**config.mk**
```make
export PLATFORM = sky130hd
export DESIGN_NAME = adder_tree_acc
export DESIGN_NICKNAME = d
export VERILOG_FILES = /design/src/rtl/adder_tree_acc.sv
export SDC_FILE = /design/constraint.sdc
export NUM_CORES = 1
export LEC_CHECK = 0
export CORE_ASPECT_RATIO = 1.75
export CORE_MARGIN = 4
export CORE_UTILIZATION = 50
export DETAILED_ROUTE_END_ITERATION = 8
export GPL_TIMING_DRIVEN = 1
export PLACE_DENSITY = 0.76
export SLEW_MARGIN = 0
export SYNTH_ARGS = -nofsm -noshare
export SYNTH_HDL_FRONTEND = slang
export SYNTH_SLANG_ARGS = --single-unit
```
**constraint.sdc**
```tcl
create_clock -name clk -period 5.52 [get_ports clk]
set_input_delay 0.552 -clock clk [delete_from_list [all_inputs] [get_ports clk]]
set_output_delay 0.552 -clock clk [all_outputs]
set_load 0.05 [all_outputs]
```
**src/rtl/adder_tree_acc.sv**
```systemverilog
// adder_tree_acc: binary adder tree over one input beat, optional register
// after any tree stage, and a group accumulator that reports a sum and a beat
// count whenever a group closes (on ACC_N beats or on i_last).

// One tree stage: adds adjacent pairs and widens by one bit. An odd leftover
// element passes through, extended by one bit.
module adder_tree_stage #(
  parameter int IN_N   = 2,
  parameter int IN_W   = 1,
  parameter bit SIGNED = 1'b0,
  localparam int OUT_N = (IN_N + 1) / 2
) (
  input  logic [IN_N-1:0][IN_W-1:0] in_data,
  output logic [OUT_N-1:0][IN_W:0]  out_data
);

  function automatic logic [IN_W:0] ext(input logic [IN_W-1:0] x);
    return {SIGNED & x[IN_W-1], x};
  endfunction

  for (genvar k = 0; k < OUT_N; k++) begin : g_pair
    if (2 * k + 1 < IN_N) begin : g_add
      assign out_data[k] = ext(in_data[2*k]) + ext(in_data[2*k+1]);
    end else begin : g_pass
      assign out_data[k] = ext(in_data[2*k]);
    end
  end

endmodule

module adder_tree_acc #(
  parameter int                        DATA_W = 5,
  parameter int                        DATA_N = 7,
  parameter logic [$clog2(DATA_N)-1:0] FF_P   = '0,
  parameter int                        SIGNED = 0,
  parameter int                        ACC_N  = 4,
  localparam int STAGES_N = $clog2(DATA_N),
  localparam int ACC_W    = $clog2(ACC_N),
  localparam int CNT_W    = $clog2(ACC_N + 1),
  localparam int O_DATA_W = DATA_W + STAGES_N + ACC_W
) (
  input  logic                            clk,
  input  logic                            rst,
  input  logic                            i_valid,
  input  logic [0:DATA_N-1][DATA_W-1:0]   i_data,
  input  logic                            i_last,
  output logic                            o_valid,
  output logic [O_DATA_W-1:0]             o_data,
  output logic [CNT_W-1:0]                o_cnt
);

  localparam int T_W = DATA_W + STAGES_N;

  // Element count entering stage s (ceil-halving per stage).
  function automatic int n_at(input int s);
    int n = DATA_N;
    for (int i = 0; i < s; i++) n = (n + 1) / 2;
    return n;
  endfunction

  for (genvar s = 0; s < STAGES_N; s++) begin : g_stage
    localparam int IN_N  = n_at(s);
    localparam int OUT_N = n_at(s + 1);
    localparam int IN_W  = DATA_W + s;

    logic [IN_N-1:0][IN_W-1:0]  din;
    logic                       vin, lin;
    logic [OUT_N-1:0][IN_W:0]   sum;
    logic [OUT_N-1:0][IN_W:0]   dout;
    logic                       vout, lout;

    if (s == 0) begin : g_src
      // last only means something on a valid beat
      assign din = i_data;
      assign vin = i_valid;
      assign lin = i_last & i_valid;
    end else begin : g_src
      assign din = g_stage[s-1].dout;
      assign vin = g_stage[s-1].vout;
      assign lin = g_stage[s-1].lout;
    end

    adder_tree_stage #(
      .IN_N  (IN_N),
      .IN_W  (IN_W),
      .SIGNED(SIGNED != 0)
    ) u_add (
      .in_data (din),
      .out_data(sum)
    );

    if (FF_P[s]) begin : g_ff
      logic [OUT_N-1:0][IN_W:0] q;
      logic                     qv, ql;
      // register this stage's sums together with their valid/last flags
      always_ff @(posedge clk) begin
        if (rst) begin
          q  <= '0;
          qv <= 1'b0;
          ql <= 1'b0;
        end else begin
          q  <= sum;
          qv <= vin;
          ql <= lin;
        end
      end
      assign dout = q;
      assign vout = qv;
      assign lout = ql;
    end else begin : g_comb
      assign dout = sum;
      assign vout = vin;
      assign lout = lin;
    end
  end

  logic [T_W-1:0]      t_data;
  logic                t_valid, t_last;
  logic [O_DATA_W-1:0] t_ext, acc, acc_nxt;
  logic [CNT_W-1:0]    cnt, cnt_nxt;
  logic                close;

  assign t_data  = g_stage[STAGES_N-1].dout;
  assign t_valid = g_stage[STAGES_N-1].vout;
  assign t_last  = g_stage[STAGES_N-1].lout;

  // extend the tree sum, build the running sum and decide group closure
  always_comb begin
    t_ext   = (SIGNED != 0) ? O_DATA_W'($signed(t_data)) : O_DATA_W'(t_data);
    acc_nxt = acc + t_ext;
    cnt_nxt = cnt + CNT_W'(1);
    close   = t_valid && (t_last || cnt_nxt == CNT_W'(ACC_N));
  end

  // accumulate beats; on closure report the group and restart from zero
  always_ff @(posedge clk) begin
    if (rst) begin
      acc     <= '0;
      cnt     <= '0;
      o_valid <= 1'b0;
      o_data  <= '0;
      o_cnt   <= '0;
    end else begin
      o_valid <= close;
      if (close) begin
        acc    <= '0;
        cnt    <= '0;
        o_data <= acc_nxt;
        o_cnt  <= cnt_nxt;
      end else if (t_valid) begin
        acc <= acc_nxt;
        cnt <= cnt_nxt;
      end
    end
  end

endmodule

```
==> reports/results.tsv <==
metric	value	unit
outcome	finished, final reports clean	
post-route-period-util	0.835	
critPathCaptureType	register	
rrSetupSlack	1.87	ns
yosysUniqueCellTypes	29	
dr.pass1.iters	4	
min_period	4.61	ns
cp.arrival	4.83	ns
finalMaxSlewViolations	0	
io_buffer_count	52	
hold_viol_final	0	
htreeDepth	1	
wire_per_inst	11.6	um
vias	1726	
p_leak	1.36	nW
dieArea	0.00560	sq mm
final_common_cell	inv_1	
antenna_cells	0	
fillers	375	
cts_tree	done	
whs_path_depth	2	
synth_area	0.00221	sq mm
initial_utilization	0.524	
synthCells	254	
drt-vias-per-instance	4.89	
p_total	1.39	mW
hold_end	o_data[6]	
hold_buffers	0	
ir_drop	0.000455	V
cp.required	5.74	ns
power_density	495	mW/mm^2
drive_gt1_frac	0.0230	
antenna_found_initial	0	
synth_top_family_by_area	adder cells	
worstSkewPairLatency	0.28	ns
tightestPinTransition	0.837	ns
reg2reg_depth	15	
grt_pass1_vias	1859	
die_h	96.0	um
synth.area.mux_share	0.0362	
drt_iter0_drc	20	
gp_congestion	0.801	
drt.antenna.violating_nets	0	
avgSynthCellArea	8.71	sq um
grt_pass1_wl	7600	um
synth-xor-area-share	0.0198	
holdCritPathClass	reg2reg	
area.growth.synth_to_final	27.2	%
synth_warnings	0	
io_pins	53	
path_class	in2reg	
wl	4080	um
synth-compound-area-share	0.0899	
final_cell_mix	70 x inv_1, 52 x clkdlybuf4s50_1, 29 x fa_1	
r2r_start	acc[2]	
yosys.area_share.simple	0.124	
ys_seq_area_frac	0.244	
setup_violations	0	
critPathLaunchType	input port	
yosys.area_share.adder	0.353	
numCtsBuffers	3	
die_w	58.3	um
hpwl	3480	um
clock_sinks	27	
skew	0.00912	ns
cts_resized	0	
fin_nets	389	
ys_ff_latch	27	
cts_setup_buffers	0	
clockBufferDepth	2	
critPathMaxFanout	3	
drv_cap	0	
r2r_end	o_data[8]	
syn-num-nets	338	
grt_use_total	0.172	
drc	0	
coreArea	0.00423	sq mm
slew_headroom	0.440	
gr-total-overflow	0	
grt_max_degree	21	
fmax	217	MHz
row_count	31	
setup_tns	0	ns
cts_root_buf	clkbuf_8	
hp-start	o_data[6]	
grt_setup_unrepaired	no	
path_clk_slew	0.10	ns
==> final cells by class <==
class,count,area (sq um),share of cell area
clock buffers,4,45.0,0.0160
repair buffers,53,528,0.188
inverters,70,263,0.0933
flip-flops and latches,27,541,0.192
multi-input cells,150,1380,0.489
well taps,49,61.3,0.0218
==> how the worst max path moves through the flow <==
stage	start	endpoint	slack (ns)	cells after the start
after detailed placement	i_data[2]	o_data[8]	0.61	17
after global placement	i_data[2]	o_data[8]	0.66	17
after floorplan	i_data[2]	o_data[8]	1.25	16
after global routing	i_data[2]	o_data[8]	0.65	17
final	i_data[2]	o_data[8]	0.91	17
after CTS	i_data[2]	o_data[8]	0.90	17
==> layer usage <==
layer / up-vias / part of all wire / global-route usage
met5: - / 0 / 0
met4: 0 / 0.011 / 0.0406
met3: 4 / 0.023 / 0.0161
met2: 28 / 0.59 / 0.342
met1: 826 / 0.37 / 0.187
li1: 868 / - / -
==> where the power goes <==
group	leakage (nW)	switching, mW	internal, mW
Combinational	1.12	0.580	0.432
Sequential	0.221	0.0249	0.241
Clock	0.0228	0.0639	0.0518
Total	1.36	0.669	0.725
==> synth_stat cells, drive strengths merged <==
master	number	area, sq um
a21oi	13	65.1
or4	2	15.0
fa	29	581
buf	5	25.0
clkbuf	2	7.51
dfxtp	27	541
nor3b	1	7.51
o21a	2	15.0
nand3b	4	30.0
nor2b	1	6.26
mux2i	8	80.1
o21ai	8	43.8
nand2	21	78.8
o22ai	1	6.26
or2	2	12.5
a211oi	6	45.0
nand4b	2	17.5
nand3	3	15.0
xnor2	3	26.3
nand2b	2	12.5
o31a	1	8.76
nor2	21	78.8
a21o	1	7.51
xor2	2	17.5
inv	70	263
o211ai	1	7.51
ha	16	200
==> kinds of logic (layout without fill, tap and decap cells) <==
kind of cell,Yosys count,in the layout
mux,8,8
compound gates,33,33
simple gates,59,59
xor+xnor,5,5
buf+inv,77,127
flops,27,27
fa+ha+maj,45,45
==> state kept, by name, indices dropped and copies added (netlist names) <==
register and count:
acc 10, cnt 3, o_cnt 3, o_data 10, o_valid 1
==> critical path: stages <==
cell and delay (ns):
clkdlybuf4s50_1 0.45, inv_1 0.05, fa_1 0.52, inv_1 0.05, fa_1 0.50, fa_1 0.54, inv_1 0.05, fa_1 0.46
inv_1 0.07, ha_1 0.19, inv_1 0.06, fa_1 0.39, nor2b_1 0.17, o31a_1 0.16, o22ai_1 0.12, or4_1 0.41
nand3_1 0.08
==> through the flow <==
step	setup slack [ns]	hold WS (ns)	instances	util	instance area, sq um
floorplan	1.25	0.450	254	-	2210
global placement	0.660	0.444	349	0.655	2770
detailed placement	0.611	0.453	349	0.655	2770
CTS	0.897	0.466	353	0.666	2820
global route	0.651	0.478	353	0.666	2820
finish	0.911	0.465	353	0.666	2820
(Power assumes the default switching activity.)
==> variant: new RTL, config.mk and constraints unchanged <==
The parameter `DATA_W` goes from 5 to 10.
--- a/src/rtl/adder_tree_acc.sv
+++ b/src/rtl/adder_tree_acc.sv
@@ -31,3 +31,3 @@
 module adder_tree_acc #(
-  parameter int                        DATA_W = 5,
+  parameter int                        DATA_W = 10,
   parameter int                        DATA_N = 7,
Interface: changed (resized i_data and o_data); port bits go from 53 to 93. The function was not compared with the original's and may differ.
==> variant against the unedited design <==
Wire length is 99% higher; core utilization is 2.0 points higher; die area is 63% higher; maximum frequency is 6.4% lower; synthesized area is 72% higher; total power is 110% higher; first-iteration DRC count grew to 3.7 times the old value; setup slack worse by 320 ps; sequential cell count is 10 higher; design area is 78% higher.
==> variant: results (changes against the unedited design) <==
[place]
place_inst=596  ; +71%
dp_hpwl_mm=6.97  ; +100%
gp_congestion=0.784  ; -2.0%
placed_area_um2=4800  ; +73%
portBuffers=92  ; +77%

[logic_synthesis]
synthTopCellsByArea=fa_1, dfxtp_1, inv_1
synth.avg_cell_area_um2=8.92  ; +2.4%
synth_xor_area_frac=0.0115  ; -0.00826
yosysSeqAreaShare=0.195  ; -0.0493
netlist_top_cells_count=inv_1, fa_1, dfxtp_1
ys_types=46  ; +59%
synth_fp_nets=580  ; +72%
synthAdderAreaFrac=0.380  ; +0.0272
yosys-mux-area-fraction=0.0158  ; -0.0204

[grt]
met2_usage=0.407  ; +0.0643
grt_max_degree=38  ; +81%
track_usage=0.193  ; +0.0210
grt_use_met3=0.0301  ; +0.0140
grt_pass1_wl_mm=13.7  ; +80%
first_global_vias=3309  ; +78%
grt_use_met1=0.176  ; -0.0113

[clock_tree]
htreeDepth=2  ; +1
cts_buffers=5  ; +2
cts_root_buffer=clkbuf_16
path_clk_slew_ps=60  ; -40 ps

[final_layout]
reg.largest.list=acc: 15 flops, o_data: 15 flops
fillCellCount=618  ; +65%
drive_gt1_frac=0.0405  ; +0.0175

[status]
status=finished, final reports clean

[routing]
vias_per_cell=5.12  ; +4.8%
via_count=3094  ; +79%

[min_path]
worstHoldEndpoint=o_cnt[0]
min_from=o_cnt[0]

[pwr]
ir_drop_v=0.000479  ; +5.1%
p_leak_nw=2.52  ; +85%

[worst_setup_path]
rrSetupSlack_ps=1630  ; -240 ps
arrival_ps=5100  ; +270 ps
crit_fanout=4  ; +1
r2r-start=acc[2]
critPathLaunch=i_data[2]
cp-endpoint=o_data[14]
cpMaxStageDelayCell=fa_1

[floorplanning]
die-area_um2=9110  ; +63%

[sta]
clock_skew_ps=4.43  ; -4.68 ps
hold-worst-slack_ps=456  ; -9.85 ps
worst_pin_slew_ps=721  ; -116 ps

[variant: cell count changes after synthesis, moves of 6 or more]
cell,delta
nand2_1,-6
nor2_1,-10
inv_1,+77
a22o_1,+7
clkbuf_1,+6
dfxtp_1,+10
nand3_1,+12
a32o_1,+8
or3_1,+7
fa_1,+30
[variant: metrics by stage]
step	setup WS (ps)	util	power, mW
after floorplan	980	-	2.02
final	596	0.686	2.91
after global routing	404	0.686	3.22
after detailed placement	310	0.659	2.55
after CTS	565	0.686	2.94
after global placement	374	0.659	2.48
[variant: kinds of logic (layout without fill, tap and decap cells)]
group,Yosys count,count (layout)
adders and majority gates,80,80
buffers and inverters,158,250
and+or+nand+nor,75,75
DFF,37,37
xor gates and xnor gates,5,5
muxes,6,6
AOI/OAI and AO/OA,65,65
[variant: power breakdown]
| part | internal (mW) | leakage (nW) | switching [mW] | total (mW) |
|---|---|---|---|---|
| clock network | 0.260 | 0.0944 | 0.119 | 0.379 |
| logic | 0.912 | 2.12 | 1.26 | 2.17 |
| registers | 0.332 | 0.302 | 0.0334 | 0.366 |
| total | 1.50 | 2.52 | 1.41 | 2.91 |
[variant: cell type report]
cell class                      instances  area (um2)  share of cell area
Multi-Input combinational cell        231        2460               0.492
Clock inverter                          3        68.8              0.0138
Clock buffer                            5         125              0.0250
Sequential cell                        37         741               0.148
Timing Repair Buffer                   95         943               0.189
Tap cell                               86         108              0.0215
Inverter                              147         552               0.110
[variant: layer usage]
| layer | vias to the layer above | share of wire |
|---|---|---|
| met5 | - | 0 |
| met4 | 0 | 0.018 |
| met3 | 12 | 0.050 |
| met2 | 63 | 0.60 |
| met1 | 1522 | 0.33 |
| li1 | 1497 | - |
[variant: tightest hold or removal path, stage by stage, from the launching register on]
cell	delay, ps
dfxtp_1	320
nand2_1	40
o21ai_0	50
